<file path="src/rtl/optical_flow_div_36s_18s_18_seq.sv">
`default_nettype none
// ============================================================================
// optical_flow_div_36s_18s_18_seq: radix-2 restoring signed divider, 36s/18s,
// saturated 18-bit quotient and remainder, valid/ready handshake at both ends.
// Revision: 1.0
// ============================================================================
module optical_flow_div_36s_18s_18_seq #(
  parameter int ID             = 1,
  parameter int DIVIDEND_WIDTH = 36,
  parameter int DIVISOR_WIDTH  = 18,
  parameter int QUOTIENT_WIDTH = 18
) (
  input  logic                      clk,
  input  logic                      reset,
  input  logic                      ce,
  input  logic                      in_valid,
  output logic                      in_ready,
  input  logic [DIVIDEND_WIDTH-1:0] dividend,
  input  logic [DIVISOR_WIDTH-1:0]  divisor,
  output logic                      out_valid,
  input  logic                      out_ready,
  output logic [QUOTIENT_WIDTH-1:0] quotient,
  output logic [DIVISOR_WIDTH-1:0]  remainder,
  output logic                      ovf,
  output logic                      dbz
);

  localparam int c_dw = DIVIDEND_WIDTH;
  localparam int c_sw = DIVISOR_WIDTH;
  localparam int c_qw = QUOTIENT_WIDTH;
  localparam int c_cw = $clog2(c_dw);

  localparam logic [c_cw-1:0] c_cnt_init = c_cw'(c_dw - 1);
  localparam logic [c_dw-1:0] c_qpos_mag = {{(c_dw-c_qw+1){1'b0}}, {(c_qw-1){1'b1}}};
  localparam logic [c_dw-1:0] c_qneg_mag = c_qpos_mag + 1'b1;
  localparam logic [c_qw-1:0] c_qmax     = {1'b0, {(c_qw-1){1'b1}}};
  localparam logic [c_qw-1:0] c_qmin     = {1'b1, {(c_qw-1){1'b0}}};

  typedef enum logic [1:0] {
    S_IDLE = 2'd0,
    S_CALC = 2'd1,
    S_FIX  = 2'd2,
    S_DONE = 2'd3
  } state_t;

  state_t            r_state;
  logic [c_cw-1:0]   r_cnt;
  logic [c_dw-1:0]   r_dvd;
  logic [c_dw-1:0]   r_quo;
  logic [c_sw-1:0]   r_dvs;
  logic [c_sw-1:0]   r_rem;
  logic [c_sw-1:0]   r_dvd_lo;
  logic              r_sa;
  logic              r_sb;
  logic              r_dbz;

  logic [c_dw-1:0]   w_dvd_mag;
  logic [c_sw-1:0]   w_dvs_mag;
  logic [c_sw:0]     w_shift;
  logic [c_sw-1:0]   w_sub;
  logic              w_ge;
  logic [c_sw-1:0]   w_rem_next;
  logic              w_neg;
  logic              w_q_clip;
  logic [c_qw-1:0]   w_q_low;
  logic [c_qw-1:0]   w_q_signed;
  logic [c_sw-1:0]   w_r_signed;

  // Two's-complement magnitude: the most negative value maps onto its
  // unsigned magnitude without overflow because the result is unsigned.
  assign w_dvd_mag = dividend[c_dw-1] ? (~dividend + 1'b1) : dividend;
  assign w_dvs_mag = divisor[c_sw-1]  ? (~divisor + 1'b1)  : divisor;

  assign w_shift    = {r_rem, r_dvd[r_cnt]};
  assign w_ge       = (w_shift >= {1'b0, r_dvs});
  // The difference is below |divisor| whenever it is kept, so it fits c_sw bits.
  assign w_sub      = w_shift[c_sw-1:0] - r_dvs;
  assign w_rem_next = w_ge ? w_sub : w_shift[c_sw-1:0];

  assign w_neg      = r_sa ^ r_sb;
  assign w_q_clip   = w_neg ? (r_quo > c_qneg_mag) : (r_quo > c_qpos_mag);
  assign w_q_low    = r_quo[c_qw-1:0];
  assign w_q_signed = w_neg ? (~w_q_low + 1'b1) : w_q_low;
  assign w_r_signed = r_sa ? (~r_rem + 1'b1) : r_rem;

  always_ff @(posedge clk) begin
    if (reset) begin
      r_state   <= S_IDLE;
      in_ready  <= 1'b1;
      out_valid <= 1'b0;
      quotient  <= '0;
      remainder <= '0;
      ovf       <= 1'b0;
      dbz       <= 1'b0;
      r_cnt     <= '0;
      r_dvd     <= '0;
      r_quo     <= '0;
      r_dvs     <= '0;
      r_rem     <= '0;
      r_dvd_lo  <= '0;
      r_sa      <= 1'b0;
      r_sb      <= 1'b0;
      r_dbz     <= 1'b0;
    end else if (ce) begin
      case (r_state)
        S_IDLE: begin
          if (in_valid) begin
            r_dvd    <= w_dvd_mag;
            r_dvs    <= w_dvs_mag;
            r_dvd_lo <= dividend[c_sw-1:0];
            r_sa     <= dividend[c_dw-1];
            r_sb     <= divisor[c_sw-1];
            r_dbz    <= (divisor == '0);
            r_rem    <= '0;
            r_quo    <= '0;
            r_cnt    <= c_cnt_init;
            in_ready <= 1'b0;
            r_state  <= S_CALC;
          end
        end
        S_CALC: begin
          r_rem        <= w_rem_next;
          r_quo[r_cnt] <= w_ge;
          if (r_cnt == '0) begin
            r_state <= S_FIX;
          end else begin
            r_cnt <= r_cnt - 1'b1;
          end
        end
        S_FIX: begin
          if (r_dbz) begin
            quotient  <= r_sa ? c_qmin : c_qmax;
            remainder <= r_dvd_lo;
            ovf       <= 1'b1;
            dbz       <= 1'b1;
          end else begin
            quotient  <= w_q_clip ? (w_neg ? c_qmin : c_qmax) : w_q_signed;
            remainder <= w_r_signed;
            ovf       <= w_q_clip;
            dbz       <= 1'b0;
          end
          out_valid <= 1'b1;
          r_state   <= S_DONE;
        end
        S_DONE: begin
          // Ready is raised only after leaving DONE, so no accept overlaps
          // the result handshake.
          if (out_ready) begin
            out_valid <= 1'b0;
            in_ready  <= 1'b1;
            r_state   <= S_IDLE;
          end
        end
        default: begin
          r_state <= S_IDLE;
        end
      endcase
    end
  end

endmodule
`default_nettype wire
</file>
<file path="config.mk">
export PLATFORM = sky130hd
export DESIGN_NAME = optical_flow_div_36s_18s_18_seq
export DESIGN_NICKNAME = d
export VERILOG_FILES = /design/src/rtl/optical_flow_div_36s_18s_18_seq.sv
export SDC_FILE = /design/constraint.sdc
export NUM_CORES = 1
export LEC_CHECK = 0
export CORE_ASPECT_RATIO = 2
export CORE_UTILIZATION = 43
export CTS_BUF_LIST = sky130_fd_sc_hd__clkbuf_2
export DETAILED_ROUTE_END_ITERATION = 6
export PLACE_DENSITY_LB_ADDON = 0.1
export SLEW_MARGIN = 20
export SYNTH_ARGS = -nofsm -noshare
export SYNTH_HDL_FRONTEND = slang
export SYNTH_SLANG_ARGS = --single-unit
export TNS_END_PERCENT = 10
</file>
<file path="constraint.sdc">
create_clock -name clk -period 10.2 [get_ports clk]
set_input_delay 3.06 -clock clk [delete_from_list [all_inputs] [get_ports clk]]
set_output_delay 3.06 -clock clk [all_outputs]
set_load 0.05 [all_outputs]
</file>
==> impl_metrics.yaml, run 1 <==
run_status:
  outcome: "finished with violations"
  violations: "design-rule violations"
cells_and_area:
  final_layout_size_suffix_gt1_frac: 0.0562
  fin_nets: 1409
  area_growth_pct: 13.7
  fillerInstances: 2333
  final_common_cell: "dfxtp_1"
  mostFrequentLayoutCells: "dfxtp_1 (176), nand2_1 (147), nor2_1 (113)"
  multi_input_area_um2: 6100
  final_area_um2: 11500
  seq_area_um2: 3520
critical_path:
  reg2reg_from: "r_cnt[1]"
  cp_cell_sequence: "clkdlybuf4s50_1"
  worstSetupPathType: "flop to output pin"
  critPathLaunchType: "flop"
  r2r-end: "r_rem[14]"
  slowest_stage: "clkdlybuf4s50_1"
  crit_family: "buffers and inverters"
  critPathCaptureType: "output pin"
  path_max_fanout: 2
  crit_buf_inv: 1
  arrival_ns: 2.12
  cp_slowest_stage_delay_ns: 0.83
  cp.required_ns: 7.14
  worst_r2r_path_depth: 15
  r2r_slack_ns: 5.02
yosys:
  post_synth_xor_area_fraction: 0.0830
  synth_top_family_by_area: "compound AO/OA/AOI/OAI gates"
  synth_cell_types: 69
  synth_area_um2: 10100
  synth_edf_count: 0
  synth_top_area_share: 0.348
  yosysSeqAreaShare: 0.348
  synth-simple-area-share: 0.190
  synth_nets: 1371
  synthTopCellsByArea: "dfxtp_1 (35%), xor2_1 (6.8%), a21oi_1 (5.5%)"
  yosysTopAreaCell: "dfxtp_1"
  synthCells: 1284
  synthMuxAreaShare: 0.0341
  ys.flop_type: "dfxtp_1"
  ys_warn_count: 0
  syn_avg_cell_area_um2: 7.89
  synth_compound_area_frac: 0.257
  synthArstFlopShare: 0
  synthAdderAreaFrac: 0.0353
  synth_seq_cells: 176
sta:
  finalCritPeriodShare: 0.508
  maxSlewHeadroom: 0.327
  period_needed_ns: 5.18
  whs_ns: 0.470
  setup_violations: 0
  rsz0062_at_grt: "no"
  slew_violations: 0
  finalHoldViolCount: 0
  finalClockSkew_ns: 0.0409
  fin_ws_ns: 5.02
  tightest_slew_ns: 1.01
  fin_setup_tns_ns: 0
  fmax_mhz: 193
global_routing:
  grt_max_degree: 100
  grt_antenna_before_repair: 1
  track_usage: 0.263
  globalRouteOverflowTotal: 0
  grt_pass1_wl_mm: 49.6
  grt_pass1_vias: 9122
cts:
  clockBufferDepth: 2
  cts_tree: "built"
  insertion_delay_ns: 0.83
  cts_max_level: 4
  ctsResizeCount: 0
  postCtsSetupBuffers: 0
  cts.sink_count: 176
  path_clk_slew_ns: 0.27
  cts-buffers-inserted: 17
  cts_root_buf: "clkbuf_2"
  hold_buffers: 0
floorplanning:
  ios: 99
  start_util: 0.436
  die_w_um: 111
  dieHeight_um: 219
  core_region_area_um2: 23200
  rows: 79
  fp.dieArea_um2: 24200
detailed_routing:
  via_per_inst: 5.80
  wl_per_cell_um: 19.3
  drc: 3
  via_count: 9398
  wirelength_mm: 31.2
  drt_iter0_markers: 537
  dr.pass1.iters: 7
  detail-route-antenna-nets: 0
min_path:
  min_to: "r_dvd_lo[13]"
  hold_path_class: "flop to flop"
  holdPathStages: 2
  hold_start: "r_dvd_lo[13]"
power_and_ir_drop:
  p_per_area_nw_per_um2: 148
  leakage_nw: 4.19
  ir_drop_v: 0.000121
placed_design:
  port_buffers: 98
  placed_area_um2: 11200
  dp_slack_ns: 4.31
  hpwlAfterDp_mm: 23.2
  gp_congestion: 0.929
job:
  max-cap-violations: 0
-- logic make-up (layout without fill, tap and decap cells) --
kind of cell / count (synthesis) / after routing
other cells: 0 / 1
flops: 176 / 176
fa+ha+maj: 28 / 28
buf+inv: 139 / 190
mux: 29 / 29
simple gates: 407 / 407
xor+xnor: 96 / 96
compound gates: 409 / 409
-- metrics by stage --
stage / utilization / power (mW) / instances
2_1_floorplan: - / 1.14 / 1284
3_3_place_gp: 0.483 / 1.30 / 1586
3_5_place_dp: 0.484 / 1.30 / 1586
4_1_cts: 0.495 / 1.71 / 1618
5_1_grt: 0.496 / 1.80 / 1619
6_report: 0.496 / 1.70 / 1619
-- area by class of cell --
cell class	count	share of cell area
Inverter	42	0.0137
Multi-Input combinational cell	969	0.530
Tap cell	283	0.0307
Clock buffer	21	0.00912
Sequential cell	176	0.306
Timing Repair Buffer	116	0.0967
Clock inverter	11	0.0142
Antenna cell	1	0.000217
-- power breakdown --
group	switching [mW]	internal [mW]	leakage [nW]
Clock	0.246	0.164	0.164
Sequential	0.0386	0.727	1.43
Combinational	0.329	0.198	2.59
-- Yosys cell counts (all sizes together) (12+ instances only) --
library cell / instances
dfxtp: 176
nand2: 147
nor2: 114
a21oi: 111
o21ai: 93
clkbuf: 88
xor2: 79
a211oi: 58
inv: 41
a21boi: 38
nand4: 38
ha: 27
mux2i: 21
o211ai: 19
nor3: 18
o31ai: 18
xnor2: 17
nor4: 15
nand3: 12
o22ai: 12
or4: 12
-- registers in the layout, summed over array words and instances (netlist names), 2 cells and up --
register	flops
r_cnt	6
r_state	2
quotient	18
r_dvs	18
r_dvd_lo	17
r_rem	18
r_quo	36
remainder	18
r_dvd	36
-- worst max path at each step --
stage	from	to	slack [ns]	cells past startpoint
after floorplan	dividend[8]	r_dvd[22]	5.11	7
after global placement	dividend[17]	r_dvd[29]	4.31	8
after detailed placement	dividend[17]	r_dvd[34]	4.31	8
after CTS	remainder[3]	remainder[3]	4.91	1
after global routing	r_cnt[1]	r_rem[14]	4.58	15
final	remainder[3]	remainder[3]	5.02	1
-- layer usage --
metal  GRT usage  share of wire
met1       0.267           0.37
met2       0.511           0.56
met3      0.0389          0.025
met4       0.133          0.047
met5           0              0
Note: power is estimated with default switching activity, not from simulation.
==> run 2: changes to the inputs <==
clock period = 4.2 ns   (was 10.2 ns; I/O delays follow)
==> impl_metrics.yaml, run 2 (synthesis results as in run 1) <==
critical_path:
  critPathCaptureType: "flop"
  cp_slowest_stage_delay_ns: 0.51
  cp.required_ns: 4.96
  path_max_fanout: 4
  critPathLaunchType: "flop"
  arrival_ns: 4.69
  worstSetupPathType: "flop to flop"
  cp_cell_sequence: "mux4_2 > a221oi_1 > a21oi_1 > nor4_2 > buf_4 > ha_1 > inv_1 > fa_1 > a21oi_1 > o221ai_1 > a31oi_1 > o21ai_0 > o21ba_2 > xnor2_1 > o21ai_0"
  slowest_stage: "mux4_2"
  crit_family: "compound AO/OA/AOI/OAI gates"
  crit_buf_inv: 2
global_routing:
  grt_pass1_vias: 9347
  grt_max_degree: 58
  track_usage: 0.264
  grt_antenna_before_repair: 1
  globalRouteOverflowTotal: 0
  grt_pass1_wl_mm: 49.6
placed_design:
  hpwlAfterDp_mm: 24.1
  gp_congestion: 0.949
  port_buffers: 98
  dp_slack_ns: 0.132
cts:
  cts_tree: "built"
  cts_root_buf: "clkbuf_2"
  insertion_delay_ns: 0.81
  cts_max_level: 4
  cts.sink_count: 176
  clockBufferDepth: 2
  cts-buffers-inserted: 17
  path_clk_slew_ns: 0.24
  hold_buffers: 0
floorplanning:
  dieHeight_um: 219
  fp.dieArea_um2: 24200
  start_util: 0.436
  rows: 79
  die_w_um: 111
  core_region_area_um2: 23200
  ios: 99
sta:
  fmax_mhz: 255
  finalHoldViolCount: 0
  finalCritPeriodShare: 0.934
  finalClockSkew_ns: 0.0289
  fin_ws_ns: 0.278
  rsz0062_at_grt: "no"
  tightest_slew_ns: 0.999
  fin_setup_tns_ns: 0
  maxSlewHeadroom: 0.329
  setup_violations: 0
  period_needed_ns: 3.92
  slew_violations: 0
cells_and_area:
  mostFrequentLayoutCells: "dfxtp_1 (172), nand2_1 (147), nor2_1 (114)"
  final_util: 0.504
  area_growth_pct: 15.7
  reg_top3: "r_dvd x36, r_quo x36"
  final_layout_size_suffix_gt1_frac: 0.0762
  fin_nets: 1442
  final_common_cell: "dfxtp_1"
  multi_input_area_um2: 6090
  seq_area_um2: 3530
  fillerInstances: 2361
detailed_routing:
  wl_per_cell_um: 19.2
  via_count: 9476
  detail-route-antenna-nets: 0
  dr.pass1.iters: 5
  drc: 0
  via_per_inst: 5.75
  drt_iter0_markers: 465
  wirelength_mm: 31.6
power_and_ir_drop:
  p_per_area_nw_per_um2: 351
  ir_drop_v: 0.000328
  leakage_nw: 4.33
run_status:
  outcome: "finished, final reports clean"
job:
  max-cap-violations: 0
min_path:
  hold_path_class: "flop to flop"
-- run 2: cell count changes in the layout (fill, tap and decap cells not counted), sizes merged --
cell,previous run,this run
buf,19,52
clkbuf,21,18
bufinv,4,3
clkinv,6,7
clkinvlp,2,1
-- run 2: layout make-up --
type                       count  area share
sequential                   176       0.301
multi-input combinational    969       0.520
tap                          283      0.0302
clock inverter                10      0.0105
antenna                        1    0.000214
inverter                      42      0.0135
timing repair buffer         149       0.117
clock buffer                  18     0.00769
-- run 2: final timing paths --
check	slack, ns	from	endpoint	cells after the start
setup reg to reg	0.28	r_cnt[0]	r_rem[14]	15
setup / recovery	0.28	r_cnt[0]	r_rem[14]	15
hold / removal	0.47	remainder[6]	remainder[6]	2
hold reg to reg	0.47	remainder[6]	remainder[6]	2
-- run 2: timing repair --
item,in CTS,in global routing
setup buffers,0,0
gates resized for setup,0,6
endpoints found under the setup margin,0,10
hold endpoints to repair,0,0
-- run 2: worst register-to-register path: cells and delay by family, from the launching register on --
family                     cells  cell delay, ns
and+or+nand+nor                1            0.32
xor gates and xnor gates       1            0.12
muxes                          1            0.51
buffers and inverters          2            0.25
adders and majority gates      2            0.54
AOI/OAI and AO/OA              8            1.74
DFF                            1            0.44
-- run 2: per-stage QoR --
| stage | instances | total power, mW | hold slack (ns) | instance area, um2 |
|---|---|---|---|---|
| 2_1_floorplan | 1284 | 2.77 | 0.436 | 10100 |
| 3_3_place_gp | 1619 | 3.21 | 0.441 | 11500 |
| 3_5_place_dp | 1619 | 3.23 | 0.446 | 11500 |
| 4_1_cts | 1647 | 4.13 | 0.472 | 11700 |
| 5_1_grt | 1648 | 4.33 | 0.487 | 11700 |
| 6_report | 1648 | 4.11 | 0.468 | 11700 |
-- run 2: layer usage --
layer  track usage  wire, um  up-vias
met2         0.524     17600      181
li1              -         -     4745
met5             0         0        -
met4         0.159      1860        0
met1         0.250     11300     4480
met3        0.0384       768       70
-- run 2: report_power, final --
group	switching [mW]	total (mW)	internal, mW
Combinational	0.820	1.36	0.538
Sequential	0.0865	1.85	1.77
Clock	0.586	0.898	0.311
